--- config.mk ---
export PLATFORM = sky130hd
export DESIGN_NAME = mem_stage
export DESIGN_NICKNAME = d
export VERILOG_FILES = /design/src/rtl/mem_stage.sv
export SDC_FILE = /design/constraint.sdc
export NUM_CORES = 1
export LEC_CHECK = 0
export BUFFER_PORTS_ARGS = -buffer_cell sky130_fd_sc_hd__buf_2
export CAP_MARGIN = 20
export CORE_AREA = 3 3 131 158
export CTS_BUF_LIST = sky130_fd_sc_hd__clkbuf_2 sky130_fd_sc_hd__clkbuf_4 sky130_fd_sc_hd__clkbuf_8
export CTS_CLUSTER_SIZE = 30
export DETAILED_ROUTE_END_ITERATION = 8
export DIE_AREA = 0 0 134 161
export PLACE_DENSITY = 0.81
export SYNTH_ARGS = -nofsm -noshare
export SYNTH_HDL_FRONTEND = slang
export SYNTH_SLANG_ARGS = --single-unit
export TNS_END_PERCENT = 1
--- constraint.sdc ---
create_clock -name clk -period 3.8 [get_ports clk]
set_input_delay 0.76 -clock clk [delete_from_list [all_inputs] [get_ports clk]]
set_output_delay 0.76 -clock clk [all_outputs]
set_load 0.02 [all_outputs]
--- src/rtl/mem_stage.sv ---
// -----------------------------------------------------------------------------
// mem_stage -- memory stage of the pipeline plus the M/W pipeline register.
//
// Issues load/store requests on a simple request/ready data-memory port,
// stalls upstream while the memory is not ready, aligns store data and byte
// enables, extracts and extends load data, and registers everything that the
// write-back stage consumes.
//
// Handshake: dmem_req/dmem_ready are a valid/ready pair. A request is
// presented with dmem_req=1 and the access completes on the first rising
// edge where dmem_req=1 and dmem_ready=1. Once presented, the request and its
// address/data/byte enables stay stable until that completing edge, or until
// the wait-cycle budget expires and the access is abandoned.
//
// Parameters
//   WAIT_MAX    maximum number of WAIT cycles before a bus-error abort (>= 1)
//
// Configuration macro
//   MEM_MISALIGN_TRAP_EN  when defined, misaligned half/word accesses are not
//                         issued and retire as bus errors; when undefined the
//                         offending low address bits are ignored.
//
// Ports
//   clk, reset_n                       clock, asynchronous active-low reset
//   ValidM, RegWriteM, jumpM           M-stage valid, reg write, jal flag
//   MemWriteM[1:0]                     result select (11 load, 10 ALU, 0x PC+8)
//   StoreM, SizeM[1:0], SignedM        store request, access size, load sign
//   WriteRegM, ALUOutM, WriteDataM,    destination, address/ALU result,
//   PCPlus8M                           store data, link value
//   dmem_req, dmem_we, dmem_addr,      data-memory request side
//   dmem_wdata, dmem_be
//   dmem_rdata, dmem_ready             data-memory response side
//   StallM                             holds the upstream stages
//   RegWriteW, jumpW, MemWriteW,       registered write-back outputs
//   WriteRegW, ReadDataW, ALUOutW,
//   PCPlus8W, BusErrW
//   dbg_state                          1 while the FSM is in WAIT
// -----------------------------------------------------------------------------
module mem_stage #(
   parameter int WAIT_MAX = 15
) (
   input  logic        clk,
   input  logic        reset_n,
   input  logic        ValidM,
   input  logic        RegWriteM,
   input  logic        jumpM,
   input  logic [1:0]  MemWriteM,
   input  logic        StoreM,
   input  logic [1:0]  SizeM,
   input  logic        SignedM,
   input  logic [4:0]  WriteRegM,
   input  logic [31:0] ALUOutM,
   input  logic [31:0] WriteDataM,
   input  logic [31:0] PCPlus8M,
   output logic        dmem_req,
   output logic        dmem_we,
   output logic [31:0] dmem_addr,
   output logic [31:0] dmem_wdata,
   output logic [3:0]  dmem_be,
   input  logic [31:0] dmem_rdata,
   input  logic        dmem_ready,
   output logic        StallM,
   output logic        RegWriteW,
   output logic        jumpW,
   output logic [1:0]  MemWriteW,
   output logic [4:0]  WriteRegW,
   output logic [31:0] ReadDataW,
   output logic [31:0] ALUOutW,
   output logic [31:0] PCPlus8W,
   output logic        BusErrW,
   output logic        dbg_state
);

   localparam int CW = (WAIT_MAX < 2) ? 1 : $clog2(WAIT_MAX);

   typedef enum logic {
      S_IDLE = 1'b0,
      S_WAIT = 1'b1
   } state_t;

   // Everything about one M-stage instruction that the access and the
   // write-back need. Captured on entry to WAIT so the bus and the eventual
   // W load do not depend on upstream keeping its outputs steady.
   typedef struct packed {
      logic        store;
      logic [1:0]  size;
      logic        sgn;
      logic        reg_write;
      logic        jump;
      logic [1:0]  mem_write;
      logic [4:0]  write_reg;
      logic [31:0] alu_out;
      logic [31:0] write_data;
      logic [31:0] pc_plus8;
   } acc_t;

   // ---------------------------------------------------------------------------
   // Lane helpers
   // ---------------------------------------------------------------------------
   function automatic logic [3:0] store_be(input logic [1:0] size, input logic [1:0] lane);
      logic [3:0] be;
      case (size)
         2'b00:   be = 4'b0001 << lane;
         2'b01:   be = lane[1] ? 4'b1100 : 4'b0011;   // half lane chosen by addr[1]
         default: be = 4'b1111;
      endcase
      return be;
   endfunction

   function automatic logic [31:0] store_data(input logic [1:0] size, input logic [31:0] wd);
      logic [31:0] d;
      case (size)
         2'b00:   d = {4{wd[7:0]}};
         2'b01:   d = {2{wd[15:0]}};
         default: d = wd;
      endcase
      return d;
   endfunction

   function automatic logic [31:0] load_extend(input logic [31:0] rdata, input logic [1:0] lane,
                                               input logic [1:0] size, input logic sgn);
      logic [7:0]  b;
      logic [15:0] h;
      logic [31:0] r;
      case (lane)
         2'd0:    b = rdata[7:0];
         2'd1:    b = rdata[15:8];
         2'd2:    b = rdata[23:16];
         default: b = rdata[31:24];
      endcase
      h = lane[1] ? rdata[31:16] : rdata[15:0];
      case (size)
         2'b00:   r = {{24{sgn & b[7]}}, b};
         2'b01:   r = {{16{sgn & h[15]}}, h};
         default: r = rdata;
      endcase
      return r;
   endfunction

   // ---------------------------------------------------------------------------
   // State
   // ---------------------------------------------------------------------------
   state_t          state_q, state_d;
   logic [CW-1:0]   cnt_q, cnt_d;
   acc_t            cap_q, cap_d;

   logic            reg_write_w_q, reg_write_w_d;
   logic            jump_w_q, jump_w_d;
   logic [1:0]      mem_write_w_q, mem_write_w_d;
   logic [4:0]      write_reg_w_q, write_reg_w_d;
   logic [31:0]     read_data_w_q, read_data_w_d;
   logic [31:0]     alu_out_w_q, alu_out_w_d;
   logic [31:0]     pc_plus8_w_q, pc_plus8_w_d;
   logic            bus_err_w_q, bus_err_w_d;

   // ---------------------------------------------------------------------------
   // Access decode
   // ---------------------------------------------------------------------------
   acc_t  m_acc;
   acc_t  cur;
   logic  in_wait;
   logic  mem_op_m;
   logic  misalign_m;
   logic  access_m;
   logic  timeout;
   logic  w_err;
   logic  is_load;
   logic  [31:0] load_data;

   assign in_wait  = (state_q == S_WAIT);
   assign mem_op_m = ValidM & (StoreM | (MemWriteM == 2'b11));

`ifdef MEM_MISALIGN_TRAP_EN
   assign misalign_m = mem_op_m & (((SizeM == 2'b01) & ALUOutM[0]) |
                                   (SizeM[1] & (ALUOutM[1:0] != 2'b00)));
`else
   assign misalign_m = 1'b0;
`endif

   assign access_m = mem_op_m & ~misalign_m;

   always_comb begin
      m_acc            = '0;
      m_acc.store      = StoreM;
      m_acc.size       = SizeM;
      m_acc.sgn        = SignedM;
      m_acc.reg_write  = RegWriteM;
      m_acc.jump       = jumpM;
      m_acc.mem_write  = MemWriteM;
      m_acc.write_reg  = WriteRegM;
      m_acc.alu_out    = ALUOutM;
      m_acc.write_data = WriteDataM;
      m_acc.pc_plus8   = PCPlus8M;
   end

   // In WAIT the captured copy drives the bus so it cannot move mid-access.
   assign cur = in_wait ? cap_q : m_acc;

   // Budget expires on the last permitted WAIT cycle if memory is still busy.
   assign timeout = in_wait & ~dmem_ready & (cnt_q == CW'(WAIT_MAX - 1));

   // Request and stall are gated by reset_n so they drop the instant reset
   // is asserted, not at the next edge.
   assign dmem_req   = reset_n & (in_wait | access_m);
   assign dmem_we    = cur.store;
   assign dmem_addr  = {cur.alu_out[31:2], 2'b00};
   assign dmem_be    = store_be(cur.size, cur.alu_out[1:0]);
   assign dmem_wdata = store_data(cur.size, cur.write_data);
   assign StallM     = dmem_req & ~dmem_ready & ~timeout;

   assign load_data  = load_extend(dmem_rdata, cur.alu_out[1:0], cur.size, cur.sgn);
   assign w_err      = timeout | (~in_wait & misalign_m);
   assign is_load    = in_wait ? ~cap_q.store : (access_m & ~StoreM);

   // ---------------------------------------------------------------------------
   // FSM next state
   // ---------------------------------------------------------------------------
   always_comb begin
      state_d = state_q;
      cnt_d   = cnt_q;
      cap_d   = cap_q;
      case (state_q)
         S_IDLE: begin
            if (access_m & ~dmem_ready) begin
               state_d = S_WAIT;
               cnt_d   = '0;
               cap_d   = m_acc;
            end
         end
         S_WAIT: begin
            if (dmem_ready | timeout) begin
               state_d = S_IDLE;
               cnt_d   = '0;
            end else begin
               cnt_d = cnt_q + 1'b1;
            end
         end
         default: begin
            state_d = S_IDLE;
            cnt_d   = '0;
         end
      endcase
   end

   // ---------------------------------------------------------------------------
   // M/W register next value. While stalled a bubble is loaded so the
   // write-back stage never sees the same instruction twice. ReadDataW
   // carries data only for a load that actually completed; it is zero
   // otherwise, so a stale value never looks like fresh load data.
   // ---------------------------------------------------------------------------
   always_comb begin
      reg_write_w_d = 1'b0;
      jump_w_d      = 1'b0;
      mem_write_w_d = 2'b00;
      write_reg_w_d = 5'd0;
      read_data_w_d = 32'd0;
      alu_out_w_d   = 32'd0;
      pc_plus8_w_d  = 32'd0;
      bus_err_w_d   = 1'b0;
      if (~StallM & (in_wait | ValidM)) begin
         reg_write_w_d = cur.reg_write & ~cur.store & ~w_err;
         jump_w_d      = cur.jump;
         mem_write_w_d = cur.mem_write;
         write_reg_w_d = cur.write_reg;
         read_data_w_d = (is_load & ~w_err) ? load_data : 32'd0;
         alu_out_w_d   = cur.alu_out;
         pc_plus8_w_d  = cur.pc_plus8;
         bus_err_w_d   = w_err;
      end
   end

   // ---------------------------------------------------------------------------
   // Registers
   // ---------------------------------------------------------------------------
   always_ff @(posedge clk or negedge reset_n) begin
      if (!reset_n) begin
         state_q       <= S_IDLE;
         cnt_q         <= '0;
         cap_q         <= '0;
         reg_write_w_q <= 1'b0;
         jump_w_q      <= 1'b0;
         mem_write_w_q <= 2'b00;
         write_reg_w_q <= 5'd0;
         read_data_w_q <= 32'd0;
         alu_out_w_q   <= 32'd0;
         pc_plus8_w_q  <= 32'd0;
         bus_err_w_q   <= 1'b0;
      end else begin
         state_q       <= state_d;
         cnt_q         <= cnt_d;
         cap_q         <= cap_d;
         reg_write_w_q <= reg_write_w_d;
         jump_w_q      <= jump_w_d;
         mem_write_w_q <= mem_write_w_d;
         write_reg_w_q <= write_reg_w_d;
         read_data_w_q <= read_data_w_d;
         alu_out_w_q   <= alu_out_w_d;
         pc_plus8_w_q  <= pc_plus8_w_d;
         bus_err_w_q   <= bus_err_w_d;
      end
   end

   assign RegWriteW = reg_write_w_q;
   assign jumpW     = jump_w_q;
   assign MemWriteW = mem_write_w_q;
   assign WriteRegW = write_reg_w_q;
   assign ReadDataW = read_data_w_q;
   assign ALUOutW   = alu_out_w_q;
   assign PCPlus8W  = pc_plus8_w_q;
   assign BusErrW   = bus_err_w_q;
   assign dbg_state = in_wait;

endmodule
==> key figures, run 1 <==
Detailed routing
  • Final WL: 25,700 um
  • Drt wl/cell: 17.9 um
  • Drt drc: 0
  • Router iterations before antenna repair: 6
  • Post-route ant nets: 0
  • Total number of vias: 7,738
  • 1st-iter DRT viols: 558
  • Vias per std cell: 5.39

Timing
  • Slew headroom: 43.0%
  • Hold Vio Cnt, Final: 0
  • Setup violations, final: 0
  • Final period util: 90.5%
  • Least-Margin Pin Slew: 0.831 ns
  • Hold_ws: 0.0440 ns
  • Final worst slack: 0.362 ns
  • Clk_skew: 0.0159 ns
  • Fin Setup TNS: 0 ns
  • RSZ-0062 raised after global routing: no
  • Max Clock Freq: 291 MHz
  • Pins over their slew limit: 0
  • Min Clock Period, post-route: 3.44 ns

Critical path
  • Critical Path AT: 2.68 ns
  • CP max stage delay: 0.69 ns
  • Critical path startpoint category: register
  • WS Path Type: register to output pin
  • Critical path, cell by cell: nand2b_1 -> o32a_1 -> buf_4 -> nor2_1 -> a21oi_1 -> buf_2
  • Worst R2R Setup Slack: 0.89 ns
  • Critical-path top delay cell: dfrtp_4
  • Crit end category: output pin
  • R2r endpoint: ReadDataW[18]$_DFF_PN0_
  • Crit-path leading delay family: flip-flops
  • CP max FO: 46
  • Worst r2r path cells: 8
  • CP Data Required Time: 3.04 ns
  • Reg-to-reg startpoint: dbg_state$_DFF_PN0_
  • CP bufs+invs: 2

Die
  • Die H: 161 um
  • CORE AREA: 19,400 um2
  • Ports: 323
  • Die X: 134 um
  • Die area: 21,600 um2
  • Starting Density: 52.0%
  • Placement row count: 56

Logic synthesis
  • Post-synth top area cell: dfrtp_1
  • EDFF count, synth: 0
  • Flops & latches, synth: 220
  • Yosys cell types: 57
  • Cells after Synth: 829
  • Synth Cell Area: 10,100 um2
  • Async SR Flop Fraction: 100%
  • Yosys warning total: 0
  • Area contributors post-synth: dfrtp_1, mux2_2, mux2i_1
  • Top FF cell, synth: dfrtp_1
  • Share of the synthesized area in the top cell type: 54.5%
  • Sequential area share after synthesis: 54.5%
  • Avg Inst Size Synth: 12.2 um2

Clock network
  • Clk Latency, worst-skew pair: 0.52 ns
  • CTS sink count: 220
  • Clock Pin Slew Worst Setup and Hold Paths: 0.07 ns
  • Root buf cell: clkbuf_8
  • Setup bufs post-CTS: 0
  • PostCTS Resize Cnt: 0
  • Clock buffer count from CTS: 36
  • TritonCTS clock tree: built
  • Clock buffer depth: 3
  • Hold_buf cts: 0
  • # H-tree levels: 2

Power and ir drop
  • Net Sw Power: 2.15 mW
  • Cell Pwr Density: 540 nW/um2
  • Reg power frac: 43.4%
  • Clock share of power: 31.2%
  • Comb power frac: 25.4%
  • Cell Int Power: 4.70 mW
  • Power Total: 6.85 mW
  • LEAKAGE: 6.09 nW
  • Worst VDD drop: 0.350 mV
  • Switching part of the total: 31.3%

Layout
  • Commonest non-fill, non-tap cell in the layout: buf_2
  • Layout Nets: 1,294
  • Commonest cells after routing, fill and taps aside: buf_2, dfrtp_1, mux2_2
  • Fraction of layout cells with a size suffix above 1: 49.3%
  • P&R area growth vs syn: 25.5%
  • Layout Cells excl Fill: 1,435
  • Area of the multi-input gates: 4260 um2
  • Fillers: 1,527
  • Sequential Area: 5510 um2

Global route
  • Largest net degree at the start of global routing: 87
  • Met3 usage: 7.32%
  • Final global-route overflow total: 0
  • Global-route wire length before repair: 40,700 um
  • Vias in the first global route: 7,957
  • Met1 Resource Use GR: 27.4%
  • Number of antenna violations at the first check in global routing: 3
  • Gr busiest metal: met2
  • Total track usage: 23.3%
  • Met2 GRT Util: 40.0%

Outcome
  • Outcome: finished, final reports clean

Place
  • Inst Count DP: 1,369
  • Placer Congestion: 0.898
  • Pre-CTS WS: 0.773 ns
  • Number of port buffers: 320
  • HPWL Detailed: 17,900 um

Worst hold path
  • Worst min path class: primary input to async pin

Job
  • Max Cap Viol: 0
[how the worst max path moves through the flow]
stage,start,endpoint,slack (ns),depth (start not counted)
6_report,dbg_state$_DFF_PN0_,dmem_wdata[8],0.36,6
5_1_grt,dbg_state$_DFF_PN0_,dmem_wdata[13],0.23,6
4_1_cts,dbg_state$_DFF_PN0_,dmem_wdata[13],0.35,5
3_5_place_dp,SizeM[1],ReadDataW[18]$_DFF_PN0_,0.77,9
3_3_place_gp,SizeM[1],ReadDataW[17]$_DFF_PN0_,0.87,9
2_1_floorplan,dbg_state$_DFF_PN0_,dmem_wdata[17],0.95,8
[sequential cells by signal, summed over array words and instances, names as in the netlist]
register   count
WriteRegW      5
jumpW          1
cap_q        109
MemWriteW      2
ALUOutW       32
RegWriteW      1
PCPlus8W      32
BusErrW        1
cnt_q          4
ReadDataW     32
dbg_state      1
[layer usage]
metal / part of all wire, % / wire length [um]
met4: 3.2 / 816
met1: 37 / 9510
met3: 8.9 / 2290
met5: 0.082 / 21
met2: 51 / 13100
[power groups by stage]
stage / Combinational (mW) / Clock [mW] / Sequential, mW
3_5_place_dp: 1.74 / 0 / 3.01
2_1_floorplan: 1.07 / 0 / 3.08
6_report: 1.74 / 2.14 / 2.97
5_1_grt: 1.88 / 2.30 / 3.02
3_3_place_gp: 1.70 / 0 / 2.99
4_1_cts: 1.75 / 2.19 / 2.97
[worst reg2reg max path: stages (launching register included)]
cell and delay, ns:
dfrtp_4 0.77, nor2b_1 0.12, buf_4 0.21, a21oi_4 0.14, buf_4 0.32, buf_4 0.31, o21ai_0 0.21, o21ai_4 0.54
nor2_1 0.12
[through the flow]
| stage | util (%) | area [um2] |
|---|---|---|
| 2_1_floorplan | - | 10100 |
| 3_3_place_gp | 61.2 | 11900 |
| 3_5_place_dp | 61.2 | 11900 |
| 4_1_cts | 65.1 | 12600 |
| 5_1_grt | 65.3 | 12700 |
| 6_report | 65.3 | 12700 |
[cell families after synthesis]
kind of cell / Yosys count / share of synthesized area (%)
AO/OA/AOI/OAI: 126 / 8.47
adder cells (fa/ha/maj): 2 / 0.248
buffers and inverters: 62 / 3.57
flip-flops: 220 / 54.5
multiplexers: 213 / 23.0
other: 1 / 0.0371
AND/OR/NAND/NOR: 205 / 10.1
[Yosys cell counts (2+ instances only)]
cell type / number
o21ai_0: 36
nand2b_1: 5
nor3_1: 9
a222oi_1: 7
o211ai_1: 9
dfrtp_1: 220
a311oi_1: 2
buf_2: 21
a21o_1: 3
nor2_2: 9
clkbuf_1: 15
a211oi_1: 5
ha_1: 2
nand2_1: 24
buf_4: 17
nor2b_1: 33
nor3b_1: 11
mux2_2: 151
o22a_1: 2
nor3_2: 2
buf_6: 5
mux2i_1: 61
nor2_1: 96
o22ai_1: 23
a22oi_1: 5
a21oi_1: 19
inv_1: 3
nand3_1: 3
a311o_1: 2
nor4_1: 2
[layout make-up]
class | count | share of cell area [%]
well taps | 261 | 2.58
repair buffers | 338 | 14.2
clock buffers | 57 | 5.65
flip-flops and latches | 220 | 43.5
diodes | 1 | 0.0197
multi-input cells | 548 | 33.6
inverters | 3 | 0.0888
clock inverters | 7 | 0.326
No activity file was read; power rests on OpenSTA's default activity.
==> run 2: changes to the inputs <==
ABC_AREA = 1   (was not set)
==> run 2 against run 1 <==
Compared with the run above: register-to-register slack improved by 0.07 ns; clock power rose by 2%; worst hold slack improved by 0.089 ns; maximum frequency fell by 1.7%; final cell count rose by 23%; total power fell by 1.4%; largest power group unchanged.
==> key figures, run 2 <==
Outcome
  • Outcome: finished, final reports clean

Logic synthesis
  • Synth Cell Area: 10,100 um2 (+0.42%)
  • Mux cell area share after synthesis: 4.00% (-19 points)
  • Top FF cell, synth: dfrtp_1
  • Avg Inst Size Synth: 8.58 um2 (-30%)
  • Yosys cell types: 34 (-40%)
  • Synthesized-area fraction occupied by xor and xnor cells: 0.0863% (+0.086 points)
  • Flops & latches, synth: 220 (unchanged)
  • Post-synth top area cell: dfrtp_1
  • Compound-gate portion of the synthesized area: 13.5% (+5.1 points)
  • Yosys warning total: 0 (unchanged)
  • Commonest cells in the netlist: dfrtp_1, nand2_1, o21ai_0
  • Sequential area share after synthesis: 54.3% (-0.23 points)
  • Area contributors post-synth: dfrtp_1, o21ai_0, nand2_1
  • Cells after Synth: 1,182 (+43%)
  • Async SR Flop Fraction: 100% (unchanged)
  • Synth Area in Simple Gates: 18.8% (+8.7 points)
  • Share of the synthesized area in the top cell type: 54.3% (-0.23 points)
  • Most common cell in the netlist: dfrtp_1
  • Post-synthesis adder-cell area fraction: 0.247% (-0.0010 points)
  • EDFF count, synth: 0 (unchanged)
  • Main combinational cell family by area after synthesis: simple AND/OR/NAND/NOR gates

Global route
  • Global-route wire length before repair: 42,500 um (+4.5%)
  • Largest net degree at the start of global routing: 175 (+100%)
  • Vias in the first global route: 8,913 (+12%)
  • Number of antenna violations at the first check in global routing: 4 (+1)
  • Total track usage: 24.2% (+0.85 points)
  • Final global-route overflow total: 0 (unchanged)

Detailed routing
  • Drt wl/cell: 15.0 um (-16%)
  • Router iterations before antenna repair: 7 (+1)
  • Post-route ant nets: 0 (unchanged)
  • Final WL: 26,600 um (+3.3%)
  • 1st-iter DRT viols: 587 (+5.2%)
  • Vias per std cell: 5.00 (-7.2%)
  • Total number of vias: 8,842 (+14%)
  • Drt drc: 0 (unchanged)

Clock network
  • Clock buffer depth: 3 (unchanged)
  • TritonCTS clock tree: built
  • # H-tree levels: 2 (unchanged)
  • Clock buffer count from CTS: 35 (-2.8%)
  • Setup bufs post-CTS: 0 (unchanged)
  • Clock Pin Slew Worst Setup and Hold Paths: 0.06 ns (about the same)
  • Root buf cell: clkbuf_8
  • PostCTS Resize Cnt: 0 (unchanged)
  • Hold_buf cts: 0 (unchanged)
  • CTS sink count: 220 (unchanged)
  • Clk Latency, worst-skew pair: 0.51 ns (about the same)

Timing
  • Slew headroom: 40.0% (-3.0 points)
  • Pins over their slew limit: 0 (unchanged)
  • Fin Setup TNS: 0 ns (unchanged)
  • Hold_ws: 0.133 ns (+0.0895 ns)
  • Hold Vio Cnt, Final: 0 (unchanged)
  • Setup violations, final: 0 (unchanged)
  • Max Clock Freq: 286 MHz (-1.7%)
  • RSZ-0062 raised after global routing: no
  • Clk_skew: 0.0197 ns (+0.00378 ns)
  • Least-Margin Pin Slew: 0.900 ns (+0.0683 ns)
  • Final period util: 92.0% (+1.6 points)
  • Min Clock Period, post-route: 3.50 ns (+0.0596 ns)

Critical path
  • Reg-to-reg startpoint: dbg_state$_DFF_PN0_
  • R2r endpoint: ReadDataW[20]$_DFF_PN0_
  • Critical Path AT: 2.74 ns (+0.06 ns)
  • Critical path startpoint category: register
  • CP Data Required Time: 3.04 ns (about the same)
  • WS Path Type: register to output pin
  • Crit end category: output pin
  • Worst R2R Setup Slack: 0.96 ns (+0.07 ns)
  • CP max FO: 52 (+13%)
  • Worst r2r path cells: 6 (-2)

Place
  • Placer Congestion: 0.915 (+1.9%)
  • HPWL Detailed: 18,600 um (+4.0%)
  • Number of port buffers: 320 (unchanged)

Layout
  • Fraction of layout cells with a size suffix above 1: 33.1% (-16 points)
  • Area of the multi-input gates: 3730 um2 (-12%)
  • Max FFs per register: 109 (unchanged)
  • Fin util: 65.0% (-0.33 points)
  • Commonest non-fill, non-tap cell in the layout: buf_2
  • Top reg by flops: cap_q
  • Sequential Area: 5510 um2 (unchanged)
  • Fillers: 1,666 (+9.1%)
  • Commonest cells after routing, fill and taps aside: buf_2, dfrtp_1, nand2_1
  • P&R area growth vs syn: 24.3%
  • Layout Nets: 1,626 (+26%)

Die
  • Die H: 161 um (unchanged)
  • Die X: 134 um (unchanged)
  • Ports: 323 (unchanged)
  • Placement row count: 56 (unchanged)
  • Starting Density: 52.3% (+0.22 points)
  • Die area: 21,600 um2 (unchanged)
  • CORE AREA: 19,400 um2 (unchanged)

Power and ir drop
  • LEAKAGE: 6.94 nW (+14%)
  • Power Total: 6.75 mW (-1.4%)
  • Cell Pwr Density: 536 nW/um2 (-0.86%)
  • Worst VDD drop: 0.348 mV (-0.71%)

Job
  • Max Cap Viol: 0 (unchanged)

Worst hold path
  • Worst min path class: primary input to async pin
==> run 2: power breakdown <==
group          internal, mW  leakage, nW  switching [mW]
clock network          1.28        0.420           0.903
logic                 0.582         3.72            1.08
registers              2.72         2.80           0.184
total                  4.59         6.94            2.17
==> run 2: layout make-up <==
class                      instances  share of cell area [%]
multi-input combinational        748                    29.6
inverter                         143                    4.26
tap                              261                    2.59
timing repair buffer             331                    13.6
clock buffer                      57                    5.77
sequential                       220                    43.7
antenna                            1                  0.0198
clock inverter                     6                   0.437
==> run 2: logic make-up after synthesis <==
logic type,Yosys count
other cells,1
compound gates,267
xor+xnor,1
flops,220
buf+inv,215
mux,36
fa+ha+maj,2
simple gates,440
==> run 2: worst max-delay path by stage <==
stage                   startpoint        endpoint  depth (start not counted)
6_report       dbg_state$_DFF_PN0_      dmem_be[0]                          8
5_1_grt        dbg_state$_DFF_PN0_      dmem_be[0]                          8
4_1_cts        dbg_state$_DFF_PN0_      dmem_be[0]                          8
3_5_place_dp   dbg_state$_DFF_PN0_      dmem_be[0]                          8
3_3_place_gp              SizeM[1]      dmem_be[3]                         11
2_1_floorplan  dbg_state$_DFF_PN0_  dmem_wdata[16]                          6
==> run 2: metrics by stage <==
stage / area, um2 / instances / worst slack [ns]
6_report: 12600 / 1767 / 0.303
5_1_grt: 12600 / 1767 / 0.0926
4_1_cts: 12600 / 1766 / 0.278
3_5_place_dp: 11800 / 1703 / 0.837
3_3_place_gp: 11800 / 1703 / 0.877
2_1_floorplan: 10100 / 1183 / 1.01
==> run 2: critical path: stages, from the launching register on <==
cell	delay, ns
dfrtp_4	0.74
inv_2	0.17
nand2_1	0.13
nand2_2	0.21
nor2_8	0.33
inv_1	0.27
nor2_1	0.16
nor2_1	0.06
buf_2	0.16
==> run 2: metal layers <==
metal  vias up  track usage [%]  share of wire, %
met1      4090             28.1                39
met4         6             9.68               3.8
li1       4337                -                 -
met3        82             6.64               7.9
met2       327             42.4                49
met5         -                0              0.16
==> run 3: changes to the inputs <==
--- a/config.mk
+++ b/config.mk
@@ -14,4 +14,5 @@
 export DETAILED_ROUTE_END_ITERATION = 8
 export DIE_AREA = 0 0 134 161
+export GPL_ROUTABILITY_DRIVEN = 0
 export PLACE_DENSITY = 0.81
 export SYNTH_ARGS = -nofsm -noshare
==> constraint.sdc (replaced) <==
create_clock -name clk -period 3.8 [get_ports clk]
set_input_delay 0.19 -clock clk [delete_from_list [all_inputs] [get_ports clk]]
set_output_delay 0.19 -clock clk [all_outputs]
set_load 0.02 [all_outputs]
==> run 3 against run 2 <==
Compared with the run above: combinational power grew 8%; sequential share of layout area fell by 3.7 points; global-route usage grew 2.8 points; register-to-register slack better by 0.18 ns; core utilization is 6.0 points higher; die area is the same; worst hold slack got worse by 0.12 ns; setup slack gained 0.27 ns; critical path depth unchanged; sequential power about the same; final cell count up 7.0%; total power grew 0.17%; critical endpoint is now dmem_be[1]; highest routed layer is now met4.
==> key figures, run 3 (synthesis results as in run 2) <==
Power and ir drop
  • Cell Pwr Density: 491 nW/um2 (-8.3%)
  • Power Total: 6.77 mW (+0.17%)
  • LEAKAGE: 7.41 nW (+6.9%)
  • Worst VDD drop: 0.351 mV (+0.93%)

Layout
  • Layout Nets: 1,751 (+7.7%)
  • Fraction of layout cells with a size suffix above 1: 30.6% (-2.5 points)
  • Commonest cells after routing, fill and taps aside: buf_2, dfrtp_1, nand2_1
  • Commonest non-fill, non-tap cell in the layout: buf_2
  • Top reg by flops: cap_q
  • Fin util: 71.0% (+6.0 points)
  • Max FFs per register: 109 (unchanged)
  • Fillers: 1,400 (-16%)
  • P&R area growth vs syn: 35.9%

Worst hold path
  • Hold Path Stages: 3
  • Worst min path class: primary input to register
  • Hold path start: dmem_rdata[26]

Timing
  • Hold Vio Cnt, Final: 0 (unchanged)
  • Hold_ws: 0.0171 ns (-0.116 ns)
  • Min Clock Period, post-route: 3.23 ns (-0.271 ns)
  • Max Clock Freq: 310 MHz (+8.4%)
  • Least-Margin Pin Slew: 0.990 ns (+0.0906 ns)
  • Setup violations, final: 0 (unchanged)
  • RSZ-0062 raised after global routing: no
  • Fin Setup TNS: 0 ns (unchanged)
  • Pins over their slew limit: 0 (unchanged)
  • Final period util: 84.9% (-7.1 points)
  • Slew headroom: 34.0% (-6.0 points)
  • Clk_skew: 0.0175 ns (-0.00213 ns)
  • Final worst slack: 0.573 ns (+0.271 ns)

Die
  • CORE AREA: 19,400 um2 (unchanged)
  • Die area: 21,600 um2 (unchanged)
  • Die H: 161 um (unchanged)
  • Ports: 323 (unchanged)
  • Starting Density: 52.3% (unchanged)
  • Die X: 134 um (unchanged)
  • Placement row count: 56 (unchanged)

Critical path
  • Worst r2r path cells: 10 (+4)
  • Critical path startpoint category: register
  • CP Launch Point: dbg_state$_DFF_PN0_
  • CP Data Required Time: 3.61 ns (+0.57 ns)
  • Reg-to-reg startpoint: dbg_state$_DFF_PN0_
  • CP max FO: 72 (+38%)
  • Critical Path AT: 3.04 ns (+0.30 ns)
  • WS Path Type: register to output pin
  • Crit end category: output pin

Global route
  • Final global-route overflow total: 0 (unchanged)
  • Number of antenna violations at the first check in global routing: 1 (-3)
  • Largest net degree at the start of global routing: 116 (-34%)
  • Global-route wire length before repair: 47,400 um (+11%)
  • Vias in the first global route: 9,832 (+10%)
  • Total track usage: 27.0% (+2.8 points)

Clock network
  • Clk Latency, worst-skew pair: 0.52 ns (about the same)
  • Clock buffer depth: 3 (unchanged)
  • TritonCTS clock tree: built
  • Clock buffer count from CTS: 36 (+2.9%)
  • Setup bufs post-CTS: 0 (unchanged)
  • # H-tree levels: 2 (unchanged)
  • Clock Pin Slew Worst Setup and Hold Paths: 0.06 ns (about the same)
  • CTS sink count: 220 (unchanged)
  • Root buf cell: clkbuf_8

Detailed routing
  • Drt wl/cell: 15.6 um (+3.7%)
  • 1st-iter DRT viols: 653 (+11%)
  • Final WL: 29,500 um (+11%)
  • Post-route ant nets: 0 (unchanged)
  • Drt drc: 0 (unchanged)
  • Total number of vias: 9,665 (+9.3%)
  • Vias per std cell: 5.11 (+2.2%)
  • Router iterations before antenna repair: 7 (unchanged)

Place
  • HPWL Detailed: 18,300 um (-2.0%)
  • Number of port buffers: 320 (unchanged)
  • Pre-CTS WS: 1.14 ns (+0.301 ns)

Outcome
  • Outcome: finished, final reports clean

Job
  • Max Cap Viol: 0 (unchanged)
run 3: cell types whose count changed in the layout (fill, tap and decap cells not counted):
cell,previous run,this run
buf_12,2,1
buf_4,9,11
bufinv_16,1,0
clkbuf_4,9,10
clkbuf_8,48,44
clkinvlp_4,0,3
dlygate4sd3_1,0,123
run 3: area by class of cell:
cell class              instances  area (um2)  share of cell area, %
inverters                     143         537                   3.89
clock buffers                  54         681                   4.94
clock inverters                 8        47.5                  0.345
diodes                          1        2.50                 0.0182
well taps                     261         327                   2.37
multi-input cells             748        3730                   27.1
repair buffers                455        2950                   21.4
flip-flops and latches        220        5510                   40.0
run 3: what timing repair did:
action / CTS / global route
resized for setup: 0 / 0
hold buffers: 123 / 0
hold endpoints to repair: 179 / 0
run 3: power by group:
group | switching [mW] | total (mW) | internal (mW)
Sequential | 0.173 | 2.90 | 2.72
Combinational | 1.14 | 1.80 | 0.663
Clock | 0.917 | 2.06 | 1.15
Total | 2.23 | 6.77 | 4.53
run 3: routing by layer:
metal	wire length (um)	global-route usage [%]	vias to the layer above
met3	2400	6.51	119
met4	1370	13.7	0
met1	11100	31.8	4472
met5	0	0	-
met2	14600	46.0	490
li1	-	-	4584
run 3: final timing paths:
kind                       slack, ns                       to
max in group asynchronous       1.97    cap_q[36]$_DFFE_PN0P_
min                             0.02  ReadDataW[26]$_DFF_PN0_
max                             0.57               dmem_be[1]
min reg2reg                     0.48    cap_q[63]$_DFFE_PN0P_
min in group asynchronous       0.14    cap_q[74]$_DFFE_PN0P_
max reg2reg                     1.14  ReadDataW[22]$_DFF_PN0_
run 3: worst max-delay path, stage by stage (launching register included):
cell and delay, ns:
dfrtp_4 0.42, buf_4 0.55, nand2_1 0.12, nand2_1 0.11, buf_4 0.26, nand3_1 0.43, inv_1 0.31, o22ai_1 0.13
buf_2 0.19
run 3: per-stage QoR:
stage	area [um2]	std cells
after global placement	11800	1704
final	13800	1890
after detailed placement	11800	1704
after CTS	13800	1889
after global routing	13800	1890
after floorplan	10100	1183
